<file path="config.mk">
export PLATFORM = sky130hd
export DESIGN_NAME = multi_lock_monitor_flat
export DESIGN_NICKNAME = d
export VERILOG_FILES = /design/src/rtl/multi_lock_monitor_pkg.sv /design/src/rtl/multi_lock_monitor_if.sv /design/src/rtl/multi_lock_monitor_ch.sv /design/src/rtl/multi_lock_monitor.sv /design/src/flat_wrapper.sv
export SDC_FILE = /design/constraint.sdc
export NUM_CORES = 1
export LEC_CHECK = 0
export CAP_MARGIN = 5
export CORE_MARGIN = 3
export CORE_UTILIZATION = 45
export CTS_CLUSTER_DIAMETER = 50
export DETAILED_ROUTE_END_ITERATION = 6
export GPL_ROUTABILITY_DRIVEN = 0
export GPL_TIMING_DRIVEN = 1
export PLACE_DENSITY = 0.69
export SLEW_MARGIN = 20
export SYNTH_ARGS = -nofsm -noshare
export SYNTH_HDL_FRONTEND = slang
export SYNTH_SLANG_ARGS = --single-unit
</file>
<file path="constraint.sdc">
create_clock -name clk -period 1.4 [get_ports clk]
set_input_delay 0.21 -clock clk [delete_from_list [all_inputs] [get_ports clk]]
set_output_delay 0.21 -clock clk [all_outputs]
set_load 0.05 [all_outputs]
</file>
<file path="src/rtl/multi_lock_monitor_pkg.sv">
// Shared types and width helper for the multi-channel lock monitor.
package multi_lock_monitor_pkg;

  typedef enum logic [1:0] {
    UNLOCK   = 2'd0,
    ACQUIRE  = 2'd1,
    LOCK     = 2'd2,
    HOLDOVER = 2'd3
  } lock_state_e;

  // Bits needed to hold values 0..n-1, never less than one bit.
  function automatic int cnt_width(input int n);
    return (n <= 2) ? 1 : $clog2(n);
  endfunction

endpackage

</file>
<file path="src/rtl/multi_lock_monitor_if.sv">
// Edge/clear inputs and lock status outputs of the multi-channel lock monitor.
interface multi_lock_monitor_if #(
  parameter int NUM_CH = 1
);
  logic [NUM_CH-1:0]   clear;
  logic [NUM_CH-1:0]   rise_edge;
  logic [NUM_CH-1:0]   locked;
  logic [NUM_CH-1:0]   lock_lost;
  logic [2*NUM_CH-1:0] state_o;
  logic                all_locked;
  logic                any_lost;

  modport master (
    output clear, rise_edge,
    input  locked, lock_lost, state_o, all_locked, any_lost
  );

  modport slave (
    input  clear, rise_edge,
    output locked, lock_lost, state_o, all_locked, any_lost
  );
endinterface

</file>
<file path="src/rtl/multi_lock_monitor_ch.sv">
// One channel: edge-count acquisition, holdover through missed windows, lock-loss pulse.
module lock_monitor_ch
  import multi_lock_monitor_pkg::*;
#(
  parameter int LOCK_COUNT = 3,
  parameter int TIMEOUT    = 255,
  parameter int MISS_LIMIT = 2
) (
  input  logic        clk,
  input  logic        rst_n,
  input  logic        clear,
  input  logic        rise_edge,
  output logic        locked,
  output logic        lock_lost,
  output lock_state_e state
);

  localparam int GAP_W  = cnt_width(TIMEOUT);
  localparam int ACQ_W  = cnt_width(LOCK_COUNT + 1);
  localparam int MISS_W = cnt_width(MISS_LIMIT + 1);

  localparam logic [GAP_W-1:0]  GAP_LAST  = GAP_W'(TIMEOUT - 1);
  localparam logic [ACQ_W-1:0]  ACQ_LAST  = ACQ_W'(LOCK_COUNT - 1);
  localparam logic [MISS_W-1:0] MISS_LAST = MISS_W'(MISS_LIMIT - 1);

  logic [GAP_W-1:0]  gap;
  logic [ACQ_W-1:0]  acq;
  logic [MISS_W-1:0] miss;
  logic              timeout;

  // An edge in the same cycle always wins over the window expiring.
  assign timeout = (state != UNLOCK) && !rise_edge && (gap == GAP_LAST);

  always_ff @(posedge clk or negedge rst_n) begin
    if (!rst_n) begin
      state     <= UNLOCK;
      gap       <= '0;
      acq       <= '0;
      miss      <= '0;
      locked    <= 1'b0;
      lock_lost <= 1'b0;
    end else if (clear) begin
      state     <= UNLOCK;
      gap       <= '0;
      acq       <= '0;
      miss      <= '0;
      locked    <= 1'b0;
      lock_lost <= 1'b0;
    end else begin
      lock_lost <= 1'b0;
      locked    <= (state == LOCK) || (state == HOLDOVER);

      if (state == UNLOCK || rise_edge || gap == GAP_LAST) gap <= '0;
      else                                                  gap <= gap + 1'b1;

      unique case (state)
        UNLOCK: begin
          if (rise_edge) begin
            acq   <= ACQ_W'(1);
            state <= (LOCK_COUNT == 1) ? LOCK : ACQUIRE;
          end
        end
        ACQUIRE: begin
          if (rise_edge) begin
            acq <= acq + 1'b1;
            if (acq == ACQ_LAST) state <= LOCK;
          end else if (timeout) begin
            acq   <= '0;
            state <= UNLOCK;
          end
        end
        LOCK: begin
          if (rise_edge) begin
            miss <= '0;
          end else if (timeout) begin
            if (MISS_LIMIT == 1) begin
              state     <= UNLOCK;
              lock_lost <= 1'b1;
              acq       <= '0;
              miss      <= '0;
            end else begin
              miss  <= MISS_W'(1);
              state <= HOLDOVER;
            end
          end
        end
        HOLDOVER: begin
          if (rise_edge) begin
            miss  <= '0;
            state <= LOCK;
          end else if (timeout) begin
            if (miss == MISS_LAST) begin
              state     <= UNLOCK;
              lock_lost <= 1'b1;
              acq       <= '0;
              miss      <= '0;
            end else begin
              miss <= miss + 1'b1;
            end
          end
        end
        default: state <= UNLOCK;
      endcase
    end
  end

endmodule

</file>
<file path="src/rtl/multi_lock_monitor.sv">
// NUM_CH independent lock monitors plus the all-locked / any-lost summaries.
module multi_lock_monitor
  import multi_lock_monitor_pkg::*;
#(
  parameter int NUM_CH     = 1,
  parameter int LOCK_COUNT = 3,
  parameter int TIMEOUT    = 255,
  parameter int MISS_LIMIT = 2
) (
  input logic                  clk,
  input logic                  rst_n,
  multi_lock_monitor_if.slave  bus
);

  logic [NUM_CH-1:0]   ch_locked;
  logic [NUM_CH-1:0]   ch_lost;
  logic [2*NUM_CH-1:0] ch_state_vec;
  lock_state_e         ch_state [NUM_CH];

  for (genvar i = 0; i < NUM_CH; i++) begin : g_ch
    lock_monitor_ch #(
      .LOCK_COUNT (LOCK_COUNT),
      .TIMEOUT    (TIMEOUT),
      .MISS_LIMIT (MISS_LIMIT)
    ) u_ch (
      .clk       (clk),
      .rst_n     (rst_n),
      .clear     (bus.clear[i]),
      .rise_edge (bus.rise_edge[i]),
      .locked    (ch_locked[i]),
      .lock_lost (ch_lost[i]),
      .state     (ch_state[i])
    );
    assign ch_state_vec[2*i +: 2] = 2'(ch_state[i]);
  end

  assign bus.locked     = ch_locked;
  assign bus.lock_lost  = ch_lost;
  assign bus.state_o    = ch_state_vec;
  assign bus.all_locked = &ch_locked;
  assign bus.any_lost   = |ch_lost;

endmodule
</file>
<file path="src/flat_wrapper.sv">
// flat-port wrapper written by rule: the top's interface ports become plain ports
module multi_lock_monitor_flat import multi_lock_monitor_pkg::*;
#(
  parameter int NUM_CH     = 1,
  parameter int LOCK_COUNT = 3,
  parameter int TIMEOUT    = 255,
  parameter int MISS_LIMIT = 2
)
  (clk, rst_n, bus_clear, bus_rise_edge, bus_locked, bus_lock_lost, bus_state_o, bus_all_locked, bus_any_lost);
  multi_lock_monitor_if #(.NUM_CH(NUM_CH)) bus_i ();
  input logic clk;
  input logic rst_n;
  input wire logic [$bits(bus_i.clear)-1:0] bus_clear;
  input wire logic [$bits(bus_i.rise_edge)-1:0] bus_rise_edge;
  output wire logic [$bits(bus_i.locked)-1:0] bus_locked;
  output wire logic [$bits(bus_i.lock_lost)-1:0] bus_lock_lost;
  output wire logic [$bits(bus_i.state_o)-1:0] bus_state_o;
  output wire logic [$bits(bus_i.all_locked)-1:0] bus_all_locked;
  output wire logic [$bits(bus_i.any_lost)-1:0] bus_any_lost;
  assign bus_i.clear = bus_clear;
  assign bus_i.rise_edge = bus_rise_edge;
  assign bus_locked = bus_i.locked;
  assign bus_lock_lost = bus_i.lock_lost;
  assign bus_state_o = bus_i.state_o;
  assign bus_all_locked = bus_i.all_locked;
  assign bus_any_lost = bus_i.any_lost;
  multi_lock_monitor #(.NUM_CH(NUM_CH), .LOCK_COUNT(LOCK_COUNT), .TIMEOUT(TIMEOUT), .MISS_LIMIT(MISS_LIMIT)) u_core (.clk(clk), .rst_n(rst_n), .bus(bus_i));
endmodule
</file>
==> results summary <==
STA classifies the critical path endpoint as a flip-flop. In this run the biggest area consumer among cell types represents 45.6% of the synthesized area. The global-route total usage across every layer came out at 17.1%. The leakage power of the design is 0.561 nW. The path class of the tightest hold or removal check is in -> async. TritonCTS built the clock tree. The checks that failed: negative setup slack. STA classifies the critical path startpoint as a flip-flop. After the last flow step, the layout net total stands at 120. The number of vias in the routed layout is 729. The sum of overflow across all layers after global routing came out at 0.

The total power came out at 0.896 mW. The starting density of the core came out at 49.2%. Synthesis handed over a netlist of 89 instances. The run finished, with violations left. The post-synthesis to final-layout area growth is 38.9%. Final hold analysis gives a worst-case slack of 0.237 ns. Counting cells, the worst reg-to-reg path comes to 5. The post-route minimum period is 1.43 ns. The cell accounting for the most synthesized area is sky130_fd_sc_hd__dfrtp_1. The share of post-route cells with drive strength above 1 is 41.1%. The x dimension of the die is 50.2 um. Across the VDD grid, the largest voltage drop is 0.751 mV. Across all setup checks in the final design, the least slack found is -0.0331 ns. The critical path is of the reg -> reg type. The placed wire-length estimate after detailed placement came out at 1360 um. The wire length of the first global-routing pass came out at 3280 um. The final setup TNS is -0.121 ns. The number of endpoints with negative hold slack in the final report came out at 0. The transition at the pin with the smallest max-transition slack is 0.333 ns. For this run, asynchronously set or reset flops after synthesis account for 100%.

Before antenna repair, the detailed router went through 4 iterations. The endpoint required time on the critical path came out at 1.62 ns. Each instance of the synthesized netlist takes up on average 9.85 um^2. The number of remaining DRC errors is 0.

The site row count came out at 15. The routed length per instance is 13.1 um. The number of global-route vias before repair came to 772. Buffers inserted during clock tree synthesis total 3. Based on the critical path, the design can be clocked at up to 0.698 GHz.

The headroom to the max-slew limit is 77.8%. Prior to clock tree synthesis, the placed netlist has a worst setup slack of -0.228 ns. The final count of pins violating max slew is 0. The number of antenna violations at the first check in global routing is 0.

The number of flops mapped to enable cells by yosys is 0. The via-per-instance ratio is 5.32. Max-cap violations in this run came to 0.

The count of state elements after synthesis came out at 16. Counting every sink on the clock net gives 16. The port buffer count came out at 9. The I/O pin count came out at 10. The final standard cell utilization of the core is 68.4%. Counting distinct cell types in the post-synthesis netlist gives 34.

The count of final setup violators came out at 7. In this run the remaining antenna-violating nets after routing total 0. In this run the power density over the cells is 735 nW/um^2.

The prevailing post-synth register cell is sky130_fd_sc_hd__dfrtp_1. The worst path uses 102% of the clock period. The area enclosed by the die boundary came out at 2520 um^2. The number of nets in the synthesized netlist is 96. In this run the clock root is driven by a sky130_fd_sc_hd__clkbuf_4. The number of DRC violations after detailed-routing iteration 0 came out at 4. Sequential elements use 45.6% of the synthesized area. The CTS H-tree depth is 1. No sink is reached through more buffers than the 2 on the longest clock path. The largest net degree at the start of global routing came out at 17. By count the netlist is led by 16 x sky130_fd_sc_hd__dfrtp_1, 7 x sky130_fd_sc_hd__nor2_1, 7 x sky130_fd_sc_hd__nor2_2. The combined area of all synthesized cells came out at 877 um^2.

The worst setup skew after layout came out at 0.00234 ns. By instance count, the leading cell after synthesis is sky130_fd_sc_hd__dfrtp_1. The count of yosys warnings during synthesis came out at 0.

The largest fanout on the critical path is 8. After filler insertion, the fill cell instance count of the layout stands at 144. The later pin in the worst-skew pair is clocked with a latency of 0.29 ns. The placeable core region came out at 1780 um^2. The arrival time at the worst endpoint came out at 1.65 ns. In the post-synthesis netlist, the biggest area contributors are sky130_fd_sc_hd__dfrtp_1 46%, sky130_fd_sc_hd__nor2_2 5.0%, sky130_fd_sc_hd__ha_1 4.3%. Setup repair after global routing could not meet its margin everywhere. The final layout contains routed wiring with a total length of 1800 um.

The post-CTS clock slew at the launch and capture registers of the worst setup and hold paths came out at 0.09 ns. The height of the die came out at 50.2 um. 0 antenna diodes ended up in the layout.
==> timing repair <==
action / CTS / global route
setup buffers: 0 / 0
hold buffers: 0 / 0
endpoints found under the setup margin: 12 / 14
gates resized for setup: 3 / 5
pin swaps: 8 / 6
==> final timing paths <==
path / startpoint / end / slack (ns)
setup reg to reg: u_core.g_ch[0].u_ch.gap[1] / u_core.g_ch[0].u_ch.gap[0] / -0.03
hold reg to reg: u_core.g_ch[0].u_ch.miss[1] / u_core.g_ch[0].u_ch.miss[1] / 0.52
setup / recovery: u_core.g_ch[0].u_ch.gap[1] / u_core.g_ch[0].u_ch.gap[0] / -0.03
min in group clk: u_core.g_ch[0].u_ch.miss[1] / u_core.g_ch[0].u_ch.miss[1] / 0.52
hold / removal: rst_n / u_core.g_ch[0].u_ch.miss[0] / 0.24
max in group asynchronous: rst_n / u_core.g_ch[0].u_ch.state[1] / 0.97
==> metal layers <==
metal	part of all wire [%]	GRT usage, %
met5	0	0
met4	1.4	8.29
met3	2.8	2.08
met2	52	29.8
met1	44	20.7
==> worst max-delay path: stages, from the launching register on <==
cell and delay [ns]:
sky130_fd_sc_hd__dfrtp_1 0.40, sky130_fd_sc_hd__ha_2 0.19, sky130_fd_sc_hd__nand3_2 0.09, sky130_fd_sc_hd__nor2_4 0.05, sky130_fd_sc_hd__or4_4 0.51, sky130_fd_sc_hd__nor2_1 0.13
==> through the flow <==
| step | cells | instance area [um^2] |
|---|---|---|
| finish | 137 | 1220 |
| global route | 137 | 1220 |
| CTS | 137 | 1200 |
| detailed placement | 133 | 1150 |
| global placement | 133 | 1150 |
| floorplan | 89 | 896 |
==> placed cells by master, fill, tap and decap left out, types with 3 or more instances in the layout <==
cell and instances:
sky130_fd_sc_hd__xnor2_1 3, sky130_fd_sc_hd__buf_12 6, sky130_fd_sc_hd__nor2b_1 3, sky130_fd_sc_hd__nor2_2 7
sky130_fd_sc_hd__nand3_1 3, sky130_fd_sc_hd__nor2_1 6, sky130_fd_sc_hd__buf_4 16, sky130_fd_sc_hd__dfrtp_1 14
sky130_fd_sc_hd__clkbuf_4 3, sky130_fd_sc_hd__inv_1 6, sky130_fd_sc_hd__clkdlybuf4s50_1 3, sky130_fd_sc_hd__xor2_1 3
sky130_fd_sc_hd__nand2_1 4
==> kinds of logic after synthesis <==
logic type                 synth area share, %
AOI/OAI and AO/OA                         13.4
DFF                                       45.6
buffers and inverters                     7.13
xor gates and xnor gates                  5.99
adders and majority gates                 4.28
and+or+nand+nor                           23.5
==> power breakdown <==
group	total [mW]	switching, mW	internal, mW
registers	0.478	0.00893	0.469
logic	0.113	0.0589	0.0539
clock network	0.305	0.146	0.158
total	0.896	0.214	0.681
==> final cells by class <==
| type | instances | area [um^2] | share of cell area [%] |
|---|---|---|---|
| inverter | 6 | 22.5 | 1.85 |
| multi-input combinational | 61 | 455 | 37.4 |
| sequential | 16 | 403 | 33.1 |
| timing repair buffer | 25 | 270 | 22.2 |
| clock buffer | 4 | 36.3 | 2.98 |
| tap | 25 | 31.3 | 2.57 |
==> flip-flops by register name (all words and copies together) (netlist names) <==
| signal | cells |
|---|---|
| u_core.g_ch.u_ch.state | 2 |
| u_core.g_ch.u_ch.miss | 2 |
| u_core.g_ch.u_ch.acq | 2 |
| u_core.g_ch.u_ch.locked | 1 |
| u_core.g_ch.u_ch.gap | 8 |
| u_core.g_ch.u_ch.lock_lost | 1 |
(Power assumes the default switching activity.)
